### src/rtl/mem_stage.sv
// Memory-access stage: drives the req/ack data-memory port, aligns load lanes, and owns the MEM/WB register.
// Optional misaligned-access trap: define MEM_ALIGN_CHECK_EN.
module mem_stage #(
    parameter int ADDR_W = 32
) (
    input  logic              clk,
    input  logic              rst,
    input  logic              Valid,
    input  logic              MemRead,
    input  logic              MemWrite,
    input  logic              MemtoReg,
    input  logic              RegWrite,
    input  logic [4:0]        WriteReg,
    input  logic [2:0]        Memfunc,
    input  logic [31:0]       ALUData,
    input  logic [31:0]       RtData,
    output logic              mem_req,
    output logic              mem_we,
    output logic [ADDR_W-1:0] mem_addr,
    output logic [3:0]        mem_be,
    output logic [31:0]       mem_wdata,
    input  logic [31:0]       mem_rdata,
    input  logic              mem_ack,
    output logic              Stall,
    output logic              AddrErr,
    output logic              wb_MemtoReg,
    output logic              wb_RegWrite,
    output logic [4:0]        wb_WriteReg,
    output logic [2:0]        wb_Memfunc,
    output logic [31:0]       wb_ALUData,
    output logic [31:0]       wb_RtData,
    output logic [31:0]       wb_MemData
);
    localparam logic [2:0] F_BS = 3'd0, F_BU = 3'd1, F_HS = 3'd2, F_HU = 3'd3,
                           F_WD = 3'd4, F_WL = 3'd5, F_WR = 3'd6;

    typedef enum logic {S_IDLE, S_WAIT} state_t;
    state_t state, state_nxt;

    logic [1:0]  off;
    logic        access, misalign, issue;
    logic [3:0]  lane_be;
    logic [31:0] lane_wdata, load_data;

    assign off    = ALUData[1:0];
    assign access = Valid & (MemRead | MemWrite);

`ifdef MEM_ALIGN_CHECK_EN
    assign misalign = access & ((((Memfunc == F_HS) || (Memfunc == F_HU)) && off[0]) ||
                                ((Memfunc == F_WD) && (off != 2'b00)));
`else
    assign misalign = 1'b0;
`endif

    assign issue = access & ~misalign;

    always_ff @(posedge clk or posedge rst) begin
        if (rst) state <= S_IDLE;
        else     state <= state_nxt;
    end

    always_comb begin
        state_nxt = state;
        case (state)
            S_IDLE: if (issue && !mem_ack) state_nxt = S_WAIT;
            S_WAIT: if (mem_ack) state_nxt = S_IDLE;
            default: state_nxt = S_IDLE;
        endcase
    end

    // Request is gated by reset so an in-flight access drops the moment rst rises.
    always_comb begin
        mem_req = 1'b0;
        if (!rst) mem_req = (state == S_WAIT) | issue;
        Stall   = mem_req & ~mem_ack;
        mem_we  = mem_req & MemWrite;
        mem_be  = mem_req ? lane_be : 4'b0000;
    end

    assign mem_addr  = {ALUData[ADDR_W-1:2], 2'b00};
    assign mem_wdata = lane_wdata;

    always_comb begin
        lane_be    = 4'b1111;
        lane_wdata = RtData;
        if (MemWrite) begin
            case (Memfunc)
                F_BS, F_BU: begin
                    lane_be    = 4'b0001 << off;
                    lane_wdata = {4{RtData[7:0]}};
                end
                F_HS, F_HU: begin
                    lane_be    = off[1] ? 4'b1100 : 4'b0011;
                    lane_wdata = {2{RtData[15:0]}};
                end
                F_WL:    lane_be = 4'b1100;
                F_WR:    lane_be = 4'b0011;
                default: lane_be = 4'b1111;
            endcase
        end
    end

    always_comb begin
        case (Memfunc)
            F_BS, F_BU: load_data = mem_rdata >> (8 * off);
            F_HS, F_HU: load_data = mem_rdata >> (16 * off[1]);
            default:    load_data = mem_rdata;
        endcase
    end

    // A stalled cycle loads a bubble so WB never repeats a write.
    always_ff @(posedge clk or posedge rst) begin
        if (rst) begin
            wb_MemtoReg <= 1'b0;
            wb_RegWrite <= 1'b0;
            wb_WriteReg <= '0;
            wb_Memfunc  <= '0;
            wb_ALUData  <= '0;
            wb_RtData   <= '0;
            wb_MemData  <= '0;
        end else begin
            wb_MemtoReg <= Valid & ~Stall & MemtoReg;
            wb_RegWrite <= Valid & ~Stall & ~misalign & RegWrite;
            wb_WriteReg <= WriteReg;
            wb_Memfunc  <= Memfunc;
            wb_ALUData  <= ALUData;
            wb_RtData   <= RtData;
            wb_MemData  <= MemRead ? load_data : 32'h0;
        end
    end

`ifdef MEM_ALIGN_CHECK_EN
    always_ff @(posedge clk or posedge rst) begin
        if (rst) AddrErr <= 1'b0;
        else     AddrErr <= misalign & (state == S_IDLE);
    end
`else
    assign AddrErr = 1'b0;
`endif
endmodule

### config.mk
export PLATFORM = sky130hd
export DESIGN_NAME = mem_stage
export DESIGN_NICKNAME = d
export VERILOG_FILES = /design/src/rtl/mem_stage.sv
export SDC_FILE = /design/constraint.sdc
export NUM_CORES = 1
export LEC_CHECK = 0
export CORE_MARGIN = 10
export CORE_UTILIZATION = 39
export DETAILED_ROUTE_END_ITERATION = 12
export PLACE_DENSITY = 0.87
export SYNTH_ARGS = -nofsm -noshare
export SYNTH_HDL_FRONTEND = slang
export SYNTH_SLANG_ARGS = --single-unit
### constraint.sdc
create_clock -name clk -period 10.8 [get_ports clk]
set_input_delay 2.7 -clock clk [delete_from_list [all_inputs] [get_ports clk]]
set_output_delay 2.7 -clock clk [all_outputs]
set_load 0.005 [all_outputs]
==> impl_metrics.py <==
metrics = {
    "pwr": {
        "vdd.ir_drop.worst_uv": 93.9,
        "powerDensity_nw_per_um2": 126,
        "leakage_nw": 3.12,
    },
    "timing": {
        "worst_slew_pin_slew_ns": 1.04,
        "setup_viol": 0,
        "finalWorstSetupSlack_ns": 2.56,
        "finClkSkew_ns": 0.00259,
        "fmax_mhz": 121,
        "hold_viol": 0,
        "finalCritPeriodShare_pct": 76.3,
        "rsz0062_at_grt": "false",
        "finalMaxSlewViolations": 0,
        "max_slew_margin_pct": 30.4,
        "period_minus_slack_ns": 8.24,
        "setup_tns_ns": 0,
    },
    "clocking": {
        "insertion_delay_ns": 0.36,
        "cts_root_buf": "clkbuf_8",
        "cts_sinks": 107,
        "max-clock-path-buffers": 2,
        "clk_pin_slew_ns": 0.10,
        "cts_setup_buffers": 0,
        "cts_made_buffers": 9,
        "tritoncts": "yes",
        "ctsResizeCount": 0,
        "htreeDepth": 3,
        "cts_hold_buf": 0,
    },
    "status": {
        "status": "finished clean",
    },
    "synth": {
        "synth_area_leader_cell": "dfrtp_1",
        "syn-cell-area_um2": 4330,
        "ys_ff_latch": 107,
        "syn_inst": 366,
        "synth-seq-area-share_pct": 61.8,
        "synthTopCellsByArea": "dfrtp_1 (62%), buf_4 (7.1%), nand2_1 (5.0%)",
        "syn_avg_cell_area_um2": 11.8,
        "synthDistinctLibCells": 35,
        "yosysWarnings": 0,
        "synth_top_cell_area_share_pct": 61.8,
    },
    "grt": {
        "first_global_vias": 3807,
        "antenna_found_initial": 1,
        "grt_max_degree": 57,
        "gr-total-overflow": 0,
        "grt_usage_pct": 19.4,
        "grt_pass1_wl_um": 23800,
    },
    "final_layout": {
        "n_fill_cell": 793,
        "drive_gt1_share_pct": 8.43,
        "finalNonFillerCells": 758,
        "final_common_cell": "clkdlybuf4s50_1",
        "nets": 724,
        "final_util_pct": 67.0,
        "area_growth_pct": 67.7,
        "final_cell_mix": "clkdlybuf4s50_1 (286), dfrtp_1 (107), nand2_1 (58)",
    },
    "detailed_routing": {
        "drt_pass1_iterations": 4,
        "drc_errors": 0,
        "drt_iter0_markers": 269,
        "num_vias": 3589,
        "via_per_inst": 4.73,
        "ant_nets": 0,
        "drt-wirelength-per-cell_um": 20.9,
        "drt_wl_total_um": 15900,
    },
    "worst_setup_path": {
        "rrSetupSlack_ns": 9.87,
        "worstSetupStartpoint": "Memfunc[2]",
        "end_kind": "output pin",
        "r2r-start": "state",
        "worstReg2RegEnd": "wb_MemtoReg",
        "reg2regPathDepth": 3,
        "worstPathRequired_ns": 8.10,
        "crit_path_start_kind": "primary input",
        "cp_data_arrival_time_ns": 5.54,
        "worstPathMaxFanout": 30,
        "critPathKind": "primary input to output pin",
        "critical_path.endpoint": "mem_wdata[11]",
    },
    "worst_hold_path": {
        "min_from": "state",
        "hp-class": "register to register",
    },
    "floorplanning": {
        "initial_core_util_pct": 40.0,
        "die_area_um2": 15700,
        "rows": 38,
        "die_h_um": 125,
        "die_w_um": 125,
        "coreArea_um2": 10800,
        "boundaryPins": 290,
    },
    "placement": {
        "place_hpwl_um": 12800,
        "portBuffers": 286,
        "dp_cells": 741,
        "dp_slack_ns": 2.55,
        "gp_congestion": 0.876,
    },
    "job": {
        "max-cap-violations": 0,
    },
}
## logic make-up after synthesis
family                 share of synthesized area (%)
AND/OR/NAND/NOR                                 11.7
other                                         0.0865
flip-flops                                      61.8
AO/OA/AOI/OAI                                   8.55
buffers and inverters                           10.0
multiplexers                                    7.85
## routing by layer
metal / GRT usage, % / wire (µm) / vias to the layer above
li1: - / - / 1672
met1: 20.2 / 5750 / 1720
met2: 35.3 / 8460 / 176
met3: 7.10 / 1350 / 21
met4: 6.50 / 311 / 0
met5: 0 / 0 / -
## sequential cells by signal, indices dropped and copies added (netlist names)
name,cells
wb_ALUData,32
wb_MemData,32
wb_RtData,32
wb_WriteReg,5
wb_Memfunc,3
state,1
wb_MemtoReg,1
wb_RegWrite,1
## power by group
| part | switching [W] | internal, W | total (W) |
|---|---|---|---|
| clock network | 0.000133 | 0.000155 | 0.000288 |
| registers | 0.00000642 | 0.000423 | 0.000429 |
| logic | 0.0000764 | 0.000120 | 0.000197 |
## worst max-delay path, stage by stage
cell             delay, ns
clkdlybuf4s50_1       0.43
buf_4                 0.25
nand2b_1              0.63
nor2_2                0.63
mux2_2                0.41
clkdlybuf4s50_1       0.48
## cell usage after synthesis, drive strengths merged
library cell	number
dfrtp	107
nand2	58
buf	52
mux2	16
mux2i	16
a21oi	13
inv	13
o21ai	12
nor2b	11
nand2b	10
and2	9
nor2	9
a31oi	8
o221a	8
o221ai	8
clkbuf	5
o22ai	2
or2	2
conb	1
nand3	1
nand3b	1
nand4bb	1
nor3	1
nor3b	1
o31ai	1
## area by class of cell
cell class / count / area [µm²] / area share, %
clock inverter: 6 / 111 / 1.53
multi-input combinational: 191 / 1230 / 16.9
tap: 140 / 175 / 2.41
inverter: 13 / 51.3 / 0.706
clock buffer: 10 / 128 / 1.76
antenna: 1 / 2.50 / 0.0344
timing repair buffer: 290 / 2890 / 39.8
sequential: 107 / 2680 / 36.9
## worst min path at each step
stage | depth (start not counted) | to
5_1_grt | 2 | state
3_3_place_gp | 2 | state
3_5_place_dp | 2 | state
2_1_floorplan | 2 | state
6_report | 2 | state
4_1_cts | 2 | state
## metrics by stage
stage               area, µm²  hold WS [ns]  total power, W
global route             7270         0.575        0.000953
finish                   7270         0.551        0.000913
detailed placement       7020         0.521        0.000636
floorplan                4340         0.486        0.000501
CTS                      7260         0.549        0.000925
global placement         7020         0.506        0.000631
Power figures use the tool's default switching activity.
